## config.mk

```make
export PLATFORM = sky130hd
export DESIGN_NAME = fc_layer_engine_flat
export DESIGN_NICKNAME = d
export VERILOG_FILES = /design/src/rtl/fc_layer_engine_if.sv /design/src/rtl/fc_layer_engine.sv /design/src/flat_wrapper.sv
export SDC_FILE = /design/constraint.sdc
export NUM_CORES = 1
export LEC_CHECK = 0
export ABC_AREA = 0
export CORE_ASPECT_RATIO = 1.2
export CORE_MARGIN = 4
export CORE_UTILIZATION = 56
export CTS_BUF_LIST = sky130_fd_sc_hd__clkbuf_4
export DETAILED_ROUTE_END_ITERATION = 8
export PLACE_DENSITY = 0.84
export SETUP_SLACK_MARGIN = 0.3
export SYNTH_ARGS = -nofsm -noshare
export SYNTH_HDL_FRONTEND = slang
export SYNTH_SLANG_ARGS = --single-unit
```

## constraint.sdc

```tcl
create_clock -name clk -period 12.1 [get_ports clk]
set_input_delay 1.21 -clock clk [delete_from_list [all_inputs] [get_ports clk]]
set_output_delay 1.21 -clock clk [all_outputs]
set_load 0.02 [all_outputs]
```

## src/rtl/fc_layer_engine_if.sv

```systemverilog
// fc_layer_engine_if: control, RAM read, input-vector and result signals of the FC layer engine
interface fc_layer_engine_if;
    logic        load;
    logic        start;
    logic [15:0] layer_base;
    logic [15:0] ram_addr;
    logic        ram_rd;
    logic [7:0]  ram_rdata;
    logic [15:0] in_addr;
    logic [15:0] in_data;
    logic        out_valid;
    logic [15:0] out_data;
    logic [15:0] out_index;
    logic        busy;
    logic        done;

    modport master (
        output load, start, layer_base, ram_rdata, in_data,
        input  ram_addr, ram_rd, in_addr, out_valid, out_data, out_index, busy, done
    );

    modport slave (
        input  load, start, layer_base, ram_rdata, in_data,
        output ram_addr, ram_rd, in_addr, out_valid, out_data, out_index, busy, done
    );
endinterface

```

## src/rtl/fc_layer_engine.sv

```systemverilog
// fc_layer_engine: fetches bias/weight bytes from RAM and MACs one dense Q8.8 layer, one neuron at a time
module fc_layer_engine #(
    parameter int NUM_IN  = 4,
    parameter int NUM_OUT = 4,
    parameter int ACC_W   = 40,
    parameter int RELU    = 1
) (
    input logic              clk,
    input logic              RST,
    fc_layer_engine_if.slave bus
);
    typedef enum logic [2:0] {IDLE, B0, B1, W0, W1, FLUSH, EMIT, DONE} state_t;

    localparam logic signed [ACC_W-1:0] MAXV = ACC_W'(32767);
    localparam logic signed [ACC_W-1:0] MINV = ACC_W'(-32768);

    state_t                  state, state_n;
    logic [15:0]             bptr, wptr, k, n, od, oi;
    logic [7:0]              lo;
    logic signed [15:0]      x, word, res_s, res;
    logic signed [31:0]      prod;
    logic signed [ACC_W-1:0] acc, acc_n, shr, bias_ext, prod_ext;
    logic                    run, take, last_k, last_n;

    assign run      = state inside {B0, B1, W0, W1, FLUSH, EMIT};
    assign take     = state == IDLE && bus.start && !bus.load;
    assign last_k   = k == 16'(NUM_IN - 1);
    assign last_n   = n == 16'(NUM_OUT - 1);
    assign word     = {bus.ram_rdata, lo};
    assign prod     = 32'(word) * 32'(x);
    assign bias_ext = {{(ACC_W-24){word[15]}}, word, 8'h00};
    assign prod_ext = {{(ACC_W-32){prod[31]}}, prod};
    assign bus.out_data  = od;
    assign bus.out_index = oi;

    // accumulator update: bias load on the first W0, MAC of the previous weight on later W0s and FLUSH
    always_comb begin
        acc_n = (state == W0 && k == '0) ? bias_ext :
                (state == W0 || state == FLUSH) ? acc + prod_ext : acc;
        shr   = acc_n >>> 8;
        res_s = shr > MAXV ? 16'sh7fff : shr < MINV ? 16'sh8000 : shr[15:0];
        res   = (RELU != 0 && res_s[15]) ? 16'sh0000 : res_s;
    end

    // state register
    always_ff @(posedge clk) begin
        if (RST) state <= IDLE;
        else     state <= state_n;
    end

    // next-state and bus outputs; load during a pass aborts straight to IDLE
    always_comb begin
        state_n = state;
        if (run && bus.load) state_n = IDLE;
        else begin
            unique case (state)
                IDLE:  state_n = take ? B0 : IDLE;
                B0:    state_n = B1;
                B1:    state_n = W0;
                W0:    state_n = W1;
                W1:    state_n = last_k ? FLUSH : W0;
                FLUSH: state_n = EMIT;
                EMIT:  state_n = last_n ? DONE : B0;
                DONE:  state_n = IDLE;
            endcase
        end
        bus.ram_rd    = state inside {B0, B1, W0, W1};
        bus.ram_addr  = state == B0 ? bptr :
                        state == B1 ? bptr + 16'd1 :
                        state == W0 ? wptr :
                        state == W1 ? wptr + 16'd1 : 16'd0;
        bus.in_addr   = state == W0 ? k : 16'd0;
        bus.out_valid = state == EMIT;
        bus.done      = state == DONE;
        bus.busy      = run;
    end

    // datapath: address pointers, byte/input capture, counters, accumulator and result registers
    always_ff @(posedge clk) begin
        if (RST) begin
            bptr <= '0;
            wptr <= '0;
            k    <= '0;
            n    <= '0;
            lo   <= '0;
            x    <= '0;
            acc  <= '0;
            od   <= '0;
            oi   <= '0;
        end else begin
            if (take) begin
                bptr <= bus.layer_base;
                wptr <= bus.layer_base + 16'(2 * NUM_OUT);
                k    <= '0;
                n    <= '0;
            end
            if (state == B1 || state == W1) lo <= bus.ram_rdata;
            if (state == B1) bptr <= bptr + 16'd2;
            if (state == W1) begin
                x    <= bus.in_data;
                wptr <= wptr + 16'd2;
                k    <= last_k ? 16'd0 : k + 16'd1;
            end
            if (state == EMIT) n <= n + 16'd1;
            if (state == FLUSH && !bus.load) begin
                od <= res;
                oi <= n;
            end
            acc <= acc_n;
        end
    end
endmodule
```

## src/flat_wrapper.sv

```systemverilog
// flat-port wrapper written by rule: the top's interface ports become plain ports
module fc_layer_engine_flat 
#(
    parameter int NUM_IN  = 4,
    parameter int NUM_OUT = 4,
    parameter int ACC_W   = 40,
    parameter int RELU    = 1
)
  (clk, RST, bus_load, bus_start, bus_layer_base, bus_ram_rdata, bus_in_data, bus_ram_addr, bus_ram_rd, bus_in_addr, bus_out_valid, bus_out_data, bus_out_index, bus_busy, bus_done);
  fc_layer_engine_if bus_i ();
  input logic clk;
  input logic RST;
  input wire logic [$bits(bus_i.load)-1:0] bus_load;
  input wire logic [$bits(bus_i.start)-1:0] bus_start;
  input wire logic [$bits(bus_i.layer_base)-1:0] bus_layer_base;
  input wire logic [$bits(bus_i.ram_rdata)-1:0] bus_ram_rdata;
  input wire logic [$bits(bus_i.in_data)-1:0] bus_in_data;
  output wire logic [$bits(bus_i.ram_addr)-1:0] bus_ram_addr;
  output wire logic [$bits(bus_i.ram_rd)-1:0] bus_ram_rd;
  output wire logic [$bits(bus_i.in_addr)-1:0] bus_in_addr;
  output wire logic [$bits(bus_i.out_valid)-1:0] bus_out_valid;
  output wire logic [$bits(bus_i.out_data)-1:0] bus_out_data;
  output wire logic [$bits(bus_i.out_index)-1:0] bus_out_index;
  output wire logic [$bits(bus_i.busy)-1:0] bus_busy;
  output wire logic [$bits(bus_i.done)-1:0] bus_done;
  assign bus_i.load = bus_load;
  assign bus_i.start = bus_start;
  assign bus_i.layer_base = bus_layer_base;
  assign bus_i.ram_rdata = bus_ram_rdata;
  assign bus_i.in_data = bus_in_data;
  assign bus_ram_addr = bus_i.ram_addr;
  assign bus_ram_rd = bus_i.ram_rd;
  assign bus_in_addr = bus_i.in_addr;
  assign bus_out_valid = bus_i.out_valid;
  assign bus_out_data = bus_i.out_data;
  assign bus_out_index = bus_i.out_index;
  assign bus_busy = bus_i.busy;
  assign bus_done = bus_i.done;
  fc_layer_engine #(.NUM_IN(NUM_IN), .NUM_OUT(NUM_OUT), .ACC_W(ACC_W), .RELU(RELU)) u_core (.clk(clk), .RST(RST), .bus(bus_i));
endmodule
```

==> metrics.yaml, run 1 <==
outcome:
  status: "complete, no violations"
critical_path:
  worstReg2RegStart: "u_core.x[1]"
  crit_path_end_kind: "register"
  cp.required_ns: 12.56
  critPathMaxFanout: 20
  critical_path_class: "primary input to register"
  arrival_ns: 9.66
  critPathLaunchType: "primary input"
  r2r_cells: 24
  reg2reg_to: "u_core.bus.out_data[14]"
  rrSetupSlack_ns: 3.73
clock_network:
  ctsHoldBuffers: 0
  cts-buffers-inserted: 17
  post_cts_resized: 0
  htreeDepth: 4
  clock_latency_ns: 0.61
  clk_transition_reported_paths_ns: 0.16
  cts_tree: "done"
  clock-root-buffer: "clkbuf_4"
  cts_setup_buffers: 0
  clockBufferDepth: 2
  cts_sinks: 162
timing:
  slew_headroom_pct: 21.2
  fin_skew_ns: 0.0335
  hold_viol_final: 0
  fmax_mhz: 109
  hold-worst-slack_ns: 0.470
  setup_slack_ns: 2.90
  tns_ns: 0
  worst_pin_slew_ns: 1.18
  finalMaxSlewViolations: 0
  period_needed_ns: 9.20
  fin_crit_sh_pct: 76.0
  finalSetupViolCount: 0
  rsz0062_at_grt: "no"
logic_synthesis:
  yosys_most_used_dff: "dfxtp_1"
  yosysTopAreaCellShare_pct: 31.6
  synth-async-reset-ratio_pct: 0
  synthAdderAreaFrac_pct: 39.0
  synthCells: 2534
  yosys.area.top_type: "fa_1"
  synth_edf_count: 0
  yosys-top-cells-area: "fa_1 (32%), dfxtp_1 (16%), ha_1 (7.4%)"
  synth_top_family_by_area: "adder cells"
  ys_ff_latch: 162
  synth_xor_area_share_pct: 2.26
  syn_avg_cell_area_um2: 8.24
  synthSimpleGateAreaFrac_pct: 19.6
  yosys_warnings: 0
  synth_mux_area_share_pct: 0.102
  syn_nets: 3031
  synth_cell_types: 85
  synth_compound_area_share_pct: 13.7
  ys_seq_area_share_pct: 15.5
  syn-cell-area_um2: 20900
placed_design:
  routabilityCongestion: 1.01
  dp_worst_setup_slack_ns: 2.27
  dp_hpwl_um: 44500
  port_buffers: 110
  place_area_um2: 22200
pwr:
  p_clk_share_pct: 36.9
  pwr_density_cell_nw_per_um2: 43.9
  sw_frac_of_total_pct: 29.5
  seqPwrFrac_pct: 55.8
  p_comb_share_pct: 7.2
  p_switching_uw: 290
  p_int_uw: 696
  leakagePower_nw: 10.4
  vdd_drop_max_mv: 0.0718
run:
  drv_cap: 0
routing:
  drcViolationCount: 0
  via_per_inst: 5.88
  vias: 17836
  drtIter0Drc: 1715
  postRouteAntennaNets: 0
  routed_wl_um: 56800
  dr.pass1.iters: 9
  wl_per_cell_um: 18.7
floorplan:
  fp.dieW_um: 184
  die_h_um: 220
  start_util_pct: 56.8
  core.rowCount: 77
  die-area_um2: 40500
  top_level_ports: 112
  coreArea_um2: 36800
grt:
  antenna_found_initial: 2
  grt_pass1_wl_um: 93900
  grt_max_degree: 61
  grtUsageTotal_pct: 28.6
  grt-ovfl-total: 0
  grt_pass1_vias: 18584
layout:
  finalInstanceArea_um2: 22500
  nets: 3043
  drive_above_1_share_pct: 3.20
  syn_to_final_growth_pct: 7.54
worst_hold_path:
  hold_path_class: "register to register"
  hold_depth: 2
  worst_hold_path.endpoint: "u_core.bus.out_index[5]"
  hold_start: "u_core.bus.out_index[5]"
-- flip-flops by register name (all words and copies together), names as in the netlist --
signal                cells
u_core.bus.out_index     16
u_core.n                 16
u_core.x                 16
u_core.lo                 8
u_core.bptr              16
u_core.k                 16
u_core.bus.out_data      15
u_core.acc               40
u_core.wptr              16
u_core.state              3
-- power by group through the flow --
stage | registers (mW) | logic (mW) | clock network, mW
floorplan | 0.556 | 0.0397 | 0
global placement | 0.561 | 0.0683 | 0
detailed placement | 0.561 | 0.0697 | 0
CTS | 0.550 | 0.0700 | 0.367
global route | 0.552 | 0.0763 | 0.385
finish | 0.550 | 0.0714 | 0.364
-- layer usage --
layer  vias to the layer above  global-route usage [%]  share of wire (%)
met1                      8828                    35.6                 39
li1                       8154                       -                  -
met5                         -                       0              0.021
met4                         2                    10.0                3.7
met3                       158                    3.80                5.7
met2                       694                    51.2                 52
-- kinds of logic (layout without fill, tap and decap cells) --
family          Yosys count  in the layout
other cells               1              2
simple gates            877            877
mux                       2              2
fa+ha+maj               453            453
buf+inv                 536            561
compound gates          450            450
xor+xnor                 53             53
flops                   162            162
-- synthesized netlist by cell type (3+ instances only) --
master,instances
a22oi_1,12
a221oi_1,9
inv_1,406
and2_1,143
a31oi_1,30
a21o_1,9
nand2b_1,13
and3_1,46
nand3b_1,3
a222oi_1,8
or3_1,10
nor4_1,8
nor3_1,33
a211oi_1,9
nand4_1,15
o22ai_1,4
nand3_1,47
dfxtp_1,162
xor2_1,21
o21a_1,6
clkbuf_1,103
buf_1,12
buf_2,11
nor2_1,172
nor2b_1,14
o21ai_1,7
or2_2,4
o221ai_1,7
a21oi_1,153
fa_1,330
o211ai_1,13
ha_1,123
a311oi_1,9
o311ai_0,8
o21bai_1,5
o21ai_0,107
a21oi_2,12
o31a_1,3
xnor2_1,31
nand2_1,358
-- worst max path at each step --
| stage | from | end | slack [ns] | depth (start not counted) |
|---|---|---|---|---|
| 4_1_cts | bus_ram_rdata[7] | u_core.bus.out_data[14] | 2.90 | 24 |
| 3_5_place_dp | bus_ram_rdata[7] | u_core.bus.out_data[14] | 2.27 | 25 |
| 3_3_place_gp | bus_ram_rdata[7] | u_core.bus.out_data[14] | 2.51 | 24 |
| 2_1_floorplan | bus_ram_rdata[7] | u_core.bus.out_data[10] | 3.72 | 26 |
| 6_report | bus_ram_rdata[7] | u_core.bus.out_data[14] | 2.90 | 25 |
| 5_1_grt | bus_ram_rdata[7] | u_core.bus.out_data[2] | 2.33 | 24 |
-- cell type report --
cell class / instances / area (um^2)
inverter: 408 / 1530
antenna: 1 / 2.50
fill: 3154 / 14300
sequential: 162 / 3240
multi-input combinational: 1836 / 15600
timing repair buffer: 121 / 1180
clock buffer: 17 / 128
tap: 474 / 593
clock inverter: 15 / 165
-- per-stage QoR --
stage               power (mW)  std cells  utilization [%]
detailed placement       0.631       3001             60.2
finish                   0.986       3034             61.0
floorplan                0.595       2534                -
global route              1.01       3034             61.0
global placement         0.629       3001             60.2
CTS                      0.987       3033             61.0
-- worst max-delay path, stage by stage --
cell             delay [ns]
clkdlybuf4s50_1        1.02
nand2_1                0.28
inv_1                  0.13
fa_1                   0.41
inv_1                  0.27
fa_1                   0.69
fa_1                   0.72
fa_1                   0.81
inv_1                  0.18
fa_1                   0.55
inv_1                  0.05
fa_1                   0.53
inv_1                  0.04
ha_1                   0.34
and2_1                 0.18
or2_2                  0.27
a21oi_1                0.28
inv_1                  0.10
a31oi_1                0.20
a41oi_2                0.08
xor2_1                 0.19
o32ai_1                0.30
a31oi_1                0.17
o22ai_4                0.50
a211oi_1               0.14
-- cell usage in the layout (no fill, tap or decap), drive strengths merged, types with 33 or more instances in the layout --
master and count:
nor2 172, and3 46, and2 143, dfxtp 162
inv 415, o21ai 115, nand2 358, nor3 33
ha 123, clkdlybuf4s50 109, a21oi 165, fa 330
nand3 47
Power figures use the tool's default switching activity.
==> inputs of run 2 (changes only) <==
--- a/config.mk
+++ b/config.mk
@@ -11,7 +11,7 @@
 export CORE_UTILIZATION = 56
 export CTS_BUF_LIST = sky130_fd_sc_hd__clkbuf_4
 export DETAILED_ROUTE_END_ITERATION = 8
-export PLACE_DENSITY = 0.84
+export PLACE_DENSITY = 0.87
 export SETUP_SLACK_MARGIN = 0.3
 export SYNTH_ARGS = -nofsm -noshare
 export SYNTH_HDL_FRONTEND = slang
==> constraint.sdc (replaced) <==
create_clock -name clk -period 7.6 [get_ports clk]
set_input_delay 0.76 -clock clk [delete_from_list [all_inputs] [get_ports clk]]
set_output_delay 0.76 -clock clk [all_outputs]
set_load 0.02 [all_outputs]
==> metrics.yaml, run 2 (synthesis gave the netlist of run 1 again) <==
layout:
  largest_reg_flops: 40  # unchanged
  regMostFlops: "u_core.acc"
  final_cell_mix: "inv_1 (399), nand2_1 (355), fa_1 (318)"
  syn_to_final_growth_pct: 16.3
  stdcell_count: 3208  # +5.7%
  nets: 3217  # +5.7%
  final_common_cell: "inv_1"
  drive_above_1_share_pct: 12.4  # +9.2 points
  finalInstanceArea_um2: 24300  # +8.1%
  final_util_pct: 66.0  # +5.0 points
routing:
  vias: 19196  # +7.6%
  dr.pass1.iters: 6  # -3
  drtIter0Drc: 1877  # +9.4%
  wl_per_cell_um: 19.5  # +4.4%
  via_per_inst: 5.98  # +1.8%
  routed_wl_um: 62700  # +10%
  postRouteAntennaNets: 0  # unchanged
  drcViolationCount: 0  # unchanged
critical_path:
  cp.required_ns: 8.09  # -4.47 ns
  arrival_ns: 7.67  # -1.99 ns
  critPathMostFrequentCell: "fa_1"
  slowest_delay_ns: 0.56  # -0.46 ns
  critPathMaxFanout: 10  # -50%
  worst-path-buf-inv: 9  # +2
  r2r_cells: 25  # +4.2%
  rrSetupSlack_ns: 0.48  # -3.25 ns
  crit_family: "adder cells"
  reg2reg_to: "u_core.bus.out_data[11]"
  crit_path_end_kind: "register"
  critical_path_class: "primary input to register"
  critPathLaunchType: "primary input"
  worstReg2RegStart: "u_core.x[3]"
  cpMaxStageDelayCell: "fa_1"
  cp-startpoint: "bus_ram_rdata[1]"
  cp.depth: 27  # +8.0%
clock_network:
  clk_transition_reported_paths_ns: 0.16  # about the same
  clock-root-buffer: "clkbuf_4"
  clockBufferDepth: 2  # unchanged
  cts-buffers-inserted: 17  # unchanged
  cts_sinks: 162  # unchanged
  htreeDepth: 4  # unchanged
  clock_latency_ns: 0.60  # about the same
  cts_tree: "done"
  ctsHoldBuffers: 0  # unchanged
pwr:
  seqPwrFrac_pct: 58.0  # +2.2 points
  p_clk_share_pct: 33.3  # -3.6 points
  sw_frac_of_total_pct: 29.9  # +0.49 points
  p_int_mw: 1.05  # +52%
  p_switching_uw: 451  # +55%
  leakagePower_nw: 11.3  # +8.5%
  vdd_drop_max_mv: 0.105  # +46%
  pwr_density_cell_nw_per_um2: 62.0  # +41%
  p_comb_share_pct: 8.7  # +1.5 points
  total_power_mw: 1.51  # +53%
timing:
  worst_pin_slew_ns: 1.22  # +0.0344 ns
  tns_ns: 0  # unchanged
  hold-worst-slack_ns: 0.471  # +0.000685 ns
  rsz0062_at_grt: "no"
  hold_viol_final: 0  # unchanged
  fmax_mhz: 139
  finalMaxSlewViolations: 0  # unchanged
  period_needed_ns: 7.18
  finalSetupViolCount: 0  # unchanged
  fin_crit_sh_pct: 94.5
  setup_slack_ns: 0.419  # -2.48 ns
  slew_headroom_pct: 18.9  # -2.3 points
  fin_skew_ns: 0.0372  # +0.00374 ns
grt:
  grt_max_degree: 71  # +16%
  grt_pass1_vias: 19741  # +6.2%
  grtUsageTotal_pct: 30.4  # +1.7 points
  antenna_found_initial: 1  # -1
  grt_pass1_wl_um: 99300  # +5.7%
  grt-ovfl-total: 0  # unchanged
floorplan:
  die_h_um: 220  # unchanged
  die-area_um2: 40500  # unchanged
  fp.dieW_um: 184  # unchanged
  start_util_pct: 56.8  # unchanged
  core.rowCount: 77  # unchanged
  coreArea_um2: 36800  # unchanged
  top_level_ports: 112  # unchanged
run:
  drv_cap: 0  # unchanged
worst_hold_path:
  worst_hold_path.endpoint: "u_core.bus.out_index[11]"
  hold_start: "u_core.bus.out_index[11]"
  hold_depth: 2  # unchanged
  hold_path_class: "register to register"
placed_design:
  dp_cells: 3150  # +5.0%
  routabilityCongestion: 0.998  # -1.2%
  dp_hpwl_um: 48100  # +8.1%
  port_buffers: 110  # unchanged
  place_area_um2: 23400  # +5.6%
  dp_worst_setup_slack_ns: -0.401  # -2.67 ns
outcome:
  status: "complete, no violations"
[run 2: cell count changes in the layout (fill, tap and decap cells not counted), sizes merged]
| cell | delta |
|---|---|
| buf | +173 |
| bufinv | -2 |
| clkbuf | +2 |
| clkdlybuf4s50 | -1 |
| clkinv | +1 |
| clkinvlp | +3 |
| dlymetal6s2s | +1 |
| inv | -3 |
[run 2: power groups by stage]
stage	clock network, mW	registers, mW	logic (mW)
after global routing	0.537	0.874	0.139
after floorplan	0	0.885	0.0645
final	0.501	0.873	0.132
after CTS	0.504	0.875	0.125
after global placement	0	0.893	0.122
after detailed placement	0	0.893	0.124
[run 2: timing repair]
item	in CTS	in global routing
setup endpoints to repair	15	16
cloned	0	1
resized for setup	5	96
setup buffers	2	22
pin swaps	3	47
[run 2: per-layer routing]
| layer | wire length (um) | global-route usage (%) | vias up |
|---|---|---|---|
| met5 | 0 | 0 | - |
| li1 | - | - | 8501 |
| met1 | 22200 | 37.3 | 9318 |
| met4 | 3760 | 13.3 | 0 |
| met2 | 31500 | 52.7 | 1100 |
| met3 | 5320 | 5.04 | 277 |
[run 2: how the worst max path moves through the flow]
stage and to:
3_5_place_dp u_core.bus.out_data[3], 2_1_floorplan u_core.bus.out_data[10], 4_1_cts u_core.bus.out_data[0], 3_3_place_gp u_core.bus.out_data[3]
6_report u_core.bus.out_data[11], 5_1_grt u_core.bus.out_data[14]
[run 2: area by class of cell]
| cell class | instances | area, um^2 |
|---|---|---|
| Antenna cell | 1 | 2.50 |
| Clock buffer | 18 | 135 |
| Clock inverter | 14 | 121 |
| Fill cell | 2819 | 12500 |
| Inverter | 408 | 1540 |
| Multi-Input combinational cell | 1836 | 16000 |
| Sequential cell | 162 | 3280 |
| Tap cell | 474 | 593 |
| Timing Repair Buffer | 295 | 2640 |
[run 2: worst min-delay path: stages, from the launching register on]
cell and delay (ns):
dfxtp_1 0.34, nand2_1 0.05, a21oi_1 0.05
